$ cat src/rtl/cascaded_counter.sv
// Chain of STAGES up-counters with per-stage limits, sequential or odometer cascade.
// Optional synchronous load path compiled in with CASCADED_COUNTER_LOAD_EN.
module cascaded_counter #(
    parameter int WIDTH  = 8,
    parameter int STAGES = 2
) (
    input  logic                      clk_i,
    input  logic                      rst_i,
    input  logic                      en_i,
    input  logic                      clear_i,
    input  logic                      mode_i,
    input  logic [STAGES*WIDTH-1:0]   limits_i,
`ifdef CASCADED_COUNTER_LOAD_EN
    input  logic                      load_i,
    input  logic [STAGES*WIDTH-1:0]   load_value_i,
`endif
    output logic [STAGES*WIDTH-1:0]   count_o,
    output logic                      done_o,
    output logic                      wrap_o
);

    logic [STAGES-1:0][WIDTH-1:0] count_p0;
    logic [STAGES-1:0][WIDTH-1:0] limit;
    logic [STAGES-1:0][WIDTH-1:0] next_value;
    logic [STAGES-1:0]            full;
    logic                         all_full;
    logic                         found;
    logic                         carry;
    logic                         wrap_p0;

    // Stage 0 lives in the most-significant slice of the packed buses.
    always_comb begin
        limit   = '0;
        full    = '0;
        count_o = '0;
        for (int k = 0; k < STAGES; k++) begin
            limit[k] = limits_i[(STAGES-1-k)*WIDTH +: WIDTH];
            full[k]  = count_p0[k] >= limit[k];
            count_o[(STAGES-1-k)*WIDTH +: WIDTH] = count_p0[k];
        end
    end

    assign all_full = &full;
    assign done_o   = all_full;
    assign wrap_o   = wrap_p0;

    // A full stage never increments, so the +1 cannot overflow.
    always_comb begin
        next_value = count_p0;
        found      = 1'b0;
        carry      = 1'b1;
        for (int k = 0; k < STAGES; k++) begin
            if (mode_i) begin
                if (carry)
                    next_value[k] = full[k] ? '0 : count_p0[k] + WIDTH'(1);
                carry = carry & full[k];
            end else if (!all_full && !found && !full[k]) begin
                next_value[k] = count_p0[k] + WIDTH'(1);
                found         = 1'b1;
            end
        end
        if (!mode_i && all_full)
            next_value = '0;
    end

`ifdef CASCADED_COUNTER_LOAD_EN
    logic [STAGES-1:0][WIDTH-1:0] load_value;

    always_comb begin
        load_value = '0;
        for (int k = 0; k < STAGES; k++)
            load_value[k] = load_value_i[(STAGES-1-k)*WIDTH +: WIDTH];
    end
`endif

    // p0: counter state and wrap pulse
    always_ff @(posedge clk_i or posedge rst_i) begin
        if (rst_i) begin
            count_p0 <= '0;
            wrap_p0  <= 1'b0;
        end else if (clear_i) begin
            count_p0 <= '0;
            wrap_p0  <= 1'b0;
`ifdef CASCADED_COUNTER_LOAD_EN
        end else if (load_i) begin
            count_p0 <= load_value;
            wrap_p0  <= 1'b0;
`endif
        end else if (en_i) begin
            count_p0 <= next_value;
            wrap_p0  <= all_full;
        end else begin
            wrap_p0  <= 1'b0;
        end
    end

endmodule

$ cat config.mk
export PLATFORM = sky130hd
export DESIGN_NAME = cascaded_counter
export DESIGN_NICKNAME = d
export VERILOG_FILES = /design/src/rtl/cascaded_counter.sv
export SDC_FILE = /design/constraint.sdc
export NUM_CORES = 1
export LEC_CHECK = 0
export CAP_MARGIN = 20
export CELL_PAD_IN_SITES_DETAIL_PLACEMENT = 1
export CELL_PAD_IN_SITES_GLOBAL_PLACEMENT = 1
export CORE_MARGIN = 8
export CORE_UTILIZATION = 38
export DETAILED_ROUTE_END_ITERATION = 16
export GPL_ROUTABILITY_DRIVEN = 0
export PLACE_DENSITY_LB_ADDON = 0.2
export SYNTH_ARGS = -nofsm -noshare
export SYNTH_HDL_FRONTEND = slang
export SYNTH_SLANG_ARGS = --single-unit
$ cat constraint.sdc
create_clock -name clk_i -period 4.6 [get_ports clk_i]
set_input_delay 0.46 -clock clk_i [delete_from_list [all_inputs] [get_ports clk_i]]
set_output_delay 0.46 -clock clk_i [all_outputs]
set_load 0.1 [all_outputs]
# --- Word-level counts from Yosys, hierarchy flattened ---
# Cells that the tools add are included.
totals:
  in_bits: 21
  output_inout_bits: 18
  word_cells: 38
  ff_bits: 17
op_classes:
  n_addsub: 2
  n_lt_le_gt_ge: 2
  n_reduce_logical: 15
  muxes: 15
  eq_ne: 1
ops:
  columns: ["op", "n"]
  rows:
  - ["$mux 8", 7]
  - ["$mux 16", 3]
  - ["$add 8x1->8 const B", 2]
  - ["$ge 8x8->1", 2]
  - ["$reduce_bool 4->1", 2]
  - ["$logic_not 1->1", 5]
  - ["$mux 1", 5]
  - ["$logic_and 1x1->1", 4]
  - ["$ne 4x2->1 const B", 1]
  - ["$reduce_and 2->1", 2]
  - ["$reduce_and 3->1", 1]
  - ["$reduce_bool 2->1", 1]

# --- Logic depth before layout (Yosys ltp) ---
depth:
  word_depth: 14
  ltp_mapped: 8
  ltp_nobuf: 8

# --- Worst setup path after synthesis ---
# Ideal clock, no wire load.
synth_path:
  kind: "register to output"
  startpoint: "reg count_p0, in the netlist count_o[8]"
  endpoint: "out done_o"
  stages_incl_launch_ff: 8
  setup_slack_ps: 975
  required_ps: 4140
  arrival_time_ps: 3165
  path_buffers: 0
  path_cell_list: "dfrtp_1 inv_1 ha_1 nand2b_1 a211o_1 and3_1 nor2_1 nor2_1"
synth_via:
  elab_chain_len: 2
synth_rtl:
  columns: ["item", "line", "rtl"]
  rows:
  - ["start: declaration", "22", "logic [STAGES-1:0][WIDTH-1:0] count_p0;"]
  - ["start signal: assignment", "90", "count_p0 <= next_value;"]
  - ["$ge 8x8->1", "38", "full[k] = count_p0[k] >= limit[k];"]
  - ["$reduce_and 2->1", "43", "assign all_full = &full;"]
  - ["end: declaration", "18", "output logic done_o,"]
# Every way passes these cells.

# --- Final worst setup path ---
layout_path:
  startpoint: "in limits_i[14]"
  endpoint: "out done_o"
layout_via:
  elab_chain_len: 2
layout_rtl:
  columns: ["item", "line", "rtl"]
  rows:
  - ["start: declaration", "12", "input logic [STAGES*WIDTH-1:0] limits_i,"]
  - ["$ge 8x8->1", "38", null]
  - ["$reduce_and 2->1", "43", null]
# Every way passes these cells.

==> impl_metrics.env <==
export IMPL_outcome="finished, final reports clean"
export IMPL_start_util=0.384
export IMPL_fmax_ghz=0.337
export IMPL_synth_xor_area_frac=0.0128
export IMPL_ys_types=40
export IMPL_hold_buffers=0
export IMPL_crit_path_start="limits_i[14]"
export IMPL_synth_common_cells="ha_1, inv_1, dfrtp_1"
export IMPL_r2r_start="count_o[8]$_DFFE_PP0P_"
export IMPL_netlist_area_mm2=0.00137
export IMPL_required_ps=4140
export IMPL_tightest_slew_ps=983
export IMPL_min_period_over_period=0.645
export IMPL_track_usage=0.145
export IMPL_dp_hpwl_um=3360
export IMPL_finalClockSkew_ps=6.68
export IMPL_cts_buffers=3
export IMPL_yosys_area_top_type="dfrtp_1"
export IMPL_synth_seq_cells=17
export IMPL_hold_violations=0
export IMPL_globalRoute_totalOverflow=0
export IMPL_area_delta_synth_final_pct=33.5
export IMPL_place_inst=234
export IMPL_synth_mux_area_frac=0.00820
export IMPL_cts_buffer_depth=2
export IMPL_htreeDepth=1
export IMPL_detail_route_antenna_nets=0
export IMPL_grt_pass1_wl_um=7150
export IMPL_p_leak_nw=0.879
export IMPL_fp_coreArea_mm2=0.00358
export IMPL_period_minus_slack_ps=2970
export IMPL_die_area_mm2=0.00579
export IMPL_grt_pass1_vias=1504
export IMPL_r2r_end="count_o[12]$_DFFE_PP0P_"
export IMPL_cts_clk_slew_worst_paths_ps=110
export IMPL_fill_cells=430
export IMPL_critPathCaptureType="output port"
export IMPL_vdd_ir_drop_max_mv=0.0811
export IMPL_rows=22
export IMPL_fp_dieW_um=76.1
export IMPL_grt_antenna_before_repair=0
export IMPL_crit_fanout=5
export IMPL_vias_per_cell=5.49
export IMPL_path_common_cell="nor2_1"
export IMPL_critical_path_startpoint_type="primary input"
export IMPL_drt_pass1_iter_count=4
export IMPL_path_cells="clkdlybuf4s50_1, inv_1, ha_1, and4_1, a221o_1, nor2_1, nor2_1, buf_4"
export IMPL_stdcell_count=238
export IMPL_ys_warn_count=0
export IMPL_postCtsResizedCells=0
export IMPL_hold_class="primary input to asynchronous set/reset pin"
export IMPL_clk_latency_ps=290
export IMPL_final_util=0.512
export IMPL_setup_tns_ps=0
export IMPL_cpPeakStageDelay_ps=450
export IMPL_post_route_drc_count=0
export IMPL_synthArstFlopShare=1.00
export IMPL_syn_num_nets=188
export IMPL_post_cts_buffers=0
export IMPL_ff2ff_setup_slack_ps=2150
export IMPL_antenna_cells=0
export IMPL_power_total_mw=0.302
export IMPL_maxSlewHeadroom=0.342
export IMPL_cts_sinks=17
export IMPL_cp_endpoint="done_o"
export IMPL_drive_above_1_share=0.0842
export IMPL_yosys_area_top_type_share=0.310
export IMPL_slew_viol_final=0
export IMPL_finalWorstSetupSlack_ps=1630
export IMPL_rsz0062_at_grt="false"
export IMPL_synth_area_top_cells="dfrtp_1, ha_1, inv_1"
export IMPL_num_vias=1306
export IMPL_ys_seq_area_frac=0.310
export IMPL_wl_um=4020
export IMPL_synth_top_family_by_area="compound AO/OA/AOI/OAI gates"
export IMPL_cts_tree="done"
export IMPL_wire_per_inst_um=16.9
export IMPL_io_buffer_count=38
export IMPL_synth_edff_count=0
export IMPL_syn_inst=149
export IMPL_dr_first_iter_drc_count=31
export IMPL_cap_viol_max_count=0
export IMPL_r2r_cells=8
export IMPL_avgSynthCellArea_um2=9.21
export IMPL_grt_max_degree=18
export IMPL_setup_violations=0
export IMPL_critical_path_class="primary input to output port"
export IMPL_synth_compound_area_frac=0.242
export IMPL_synth_fa_ha_area_frac=0.164
export IMPL_die_y_um=76.1
export IMPL_critPathSlowestCell="clkdlybuf4s50_1"
export IMPL_yosys_area_share_simple=0.210
export IMPL_worstPathArrival_ps=2510
export IMPL_io_pins=39
export IMPL_nNetsFinal=230
export IMPL_cts_root_buf="clkbuf_4"
export IMPL_p_per_area_mw_per_mm2=165
export IMPL_synth_flop_cell="dfrtp_1"
export IMPL_dp_slack_ps=1640
==> per-stage QoR <==
stage | hold slack [ps] | area [um^2]
floorplan | 386 | 1370
global placement | 573 | 1810
detailed placement | 589 | 1810
CTS | 569 | 1830
global route | 604 | 1830
finish | 553 | 1830
==> layer usage <==
| layer | vias to the layer above | track usage | part of all wire |
|---|---|---|---|
| li1 | 627 | - | - |
| met1 | 648 | 0.147 | 0.40 |
| met2 | 27 | 0.278 | 0.54 |
| met3 | 4 | 0.0425 | 0.053 |
| met4 | 0 | 0.0404 | 0.0089 |
| met5 | - | 0 | 0 |
==> layout make-up <==
type / instances / area, um^2 / share of cell area
Multi-Input combinational cell: 113 / 875 / 0.477
Sequential cell: 17 / 425 / 0.232
Timing Repair Buffer: 38 / 378 / 0.206
Inverter: 18 / 67.6 / 0.0369
Tap cell: 48 / 60.1 / 0.0328
Clock buffer: 3 / 22.5 / 0.0123
Clock inverter: 1 / 5.00 / 0.00273
==> power breakdown <==
group          internal [mW]  total (mW)  switching [mW]  leakage [nW]
Combinational         0.0289      0.0653          0.0364         0.625
Clock                 0.0324      0.0821          0.0498        0.0177
Sequential             0.151       0.154         0.00349         0.236
Total                  0.212       0.302          0.0897         0.879
==> worst min path at each step <==
stage                             from                      end  slack [ps]  cells past startpoint
2_1_floorplan                    rst_i   count_o[0]$_DFFE_PP0P_         390                      1
6_report                         rst_i   count_o[1]$_DFFE_PP0P_         550                      2
5_1_grt                          rst_i   count_o[2]$_DFFE_PP0P_         600                      2
4_1_cts                          rst_i   count_o[1]$_DFFE_PP0P_         570                      2
3_3_place_gp    count_o[7]$_DFFE_PP0P_   count_o[7]$_DFFE_PP0P_         570                      1
3_5_place_dp   count_o[15]$_DFFE_PP0P_  count_o[15]$_DFFE_PP0P_         590                      1
==> flip-flops by register name, summed over array words and instances, names as in the netlist <==
signal / flops
count_o: 16
wrap_o: 1
==> logic make-up after synthesis <==
group	after synthesis
flip-flops	17
XOR/XNOR	2
multiplexers	1
AO/OA/AOI/OAI	39
buffers and inverters	19
adder cells (fa/ha/maj)	18
AND/OR/NAND/NOR	53
==> cells in the final DEF (no fill, tap or decap), drive strengths merged, types with 2 or more instances in the layout <==
cell / n
a21oi: 6
a221o: 3
o21a: 2
nor3b: 2
a22o: 4
clkdlybuf4s50: 37
o21ai: 8
nand3: 7
o211ai: 3
or3b: 3
clkbuf: 3
and2: 2
a211oi: 5
and3: 8
nor2: 13
nor3: 2
nor2b: 2
dfrtp: 17
a211o: 5
inv: 18
nand2: 8
ha: 18
==> critical path: cells and delay by family <==
family                   cells  cell delay (ps)
AO/OA/AOI/OAI                1              440
adder cells (fa/ha/maj)      1              310
buffers and inverters        3              730
AND/OR/NAND/NOR              3              560
Note: power is estimated with default switching activity, not from simulation.
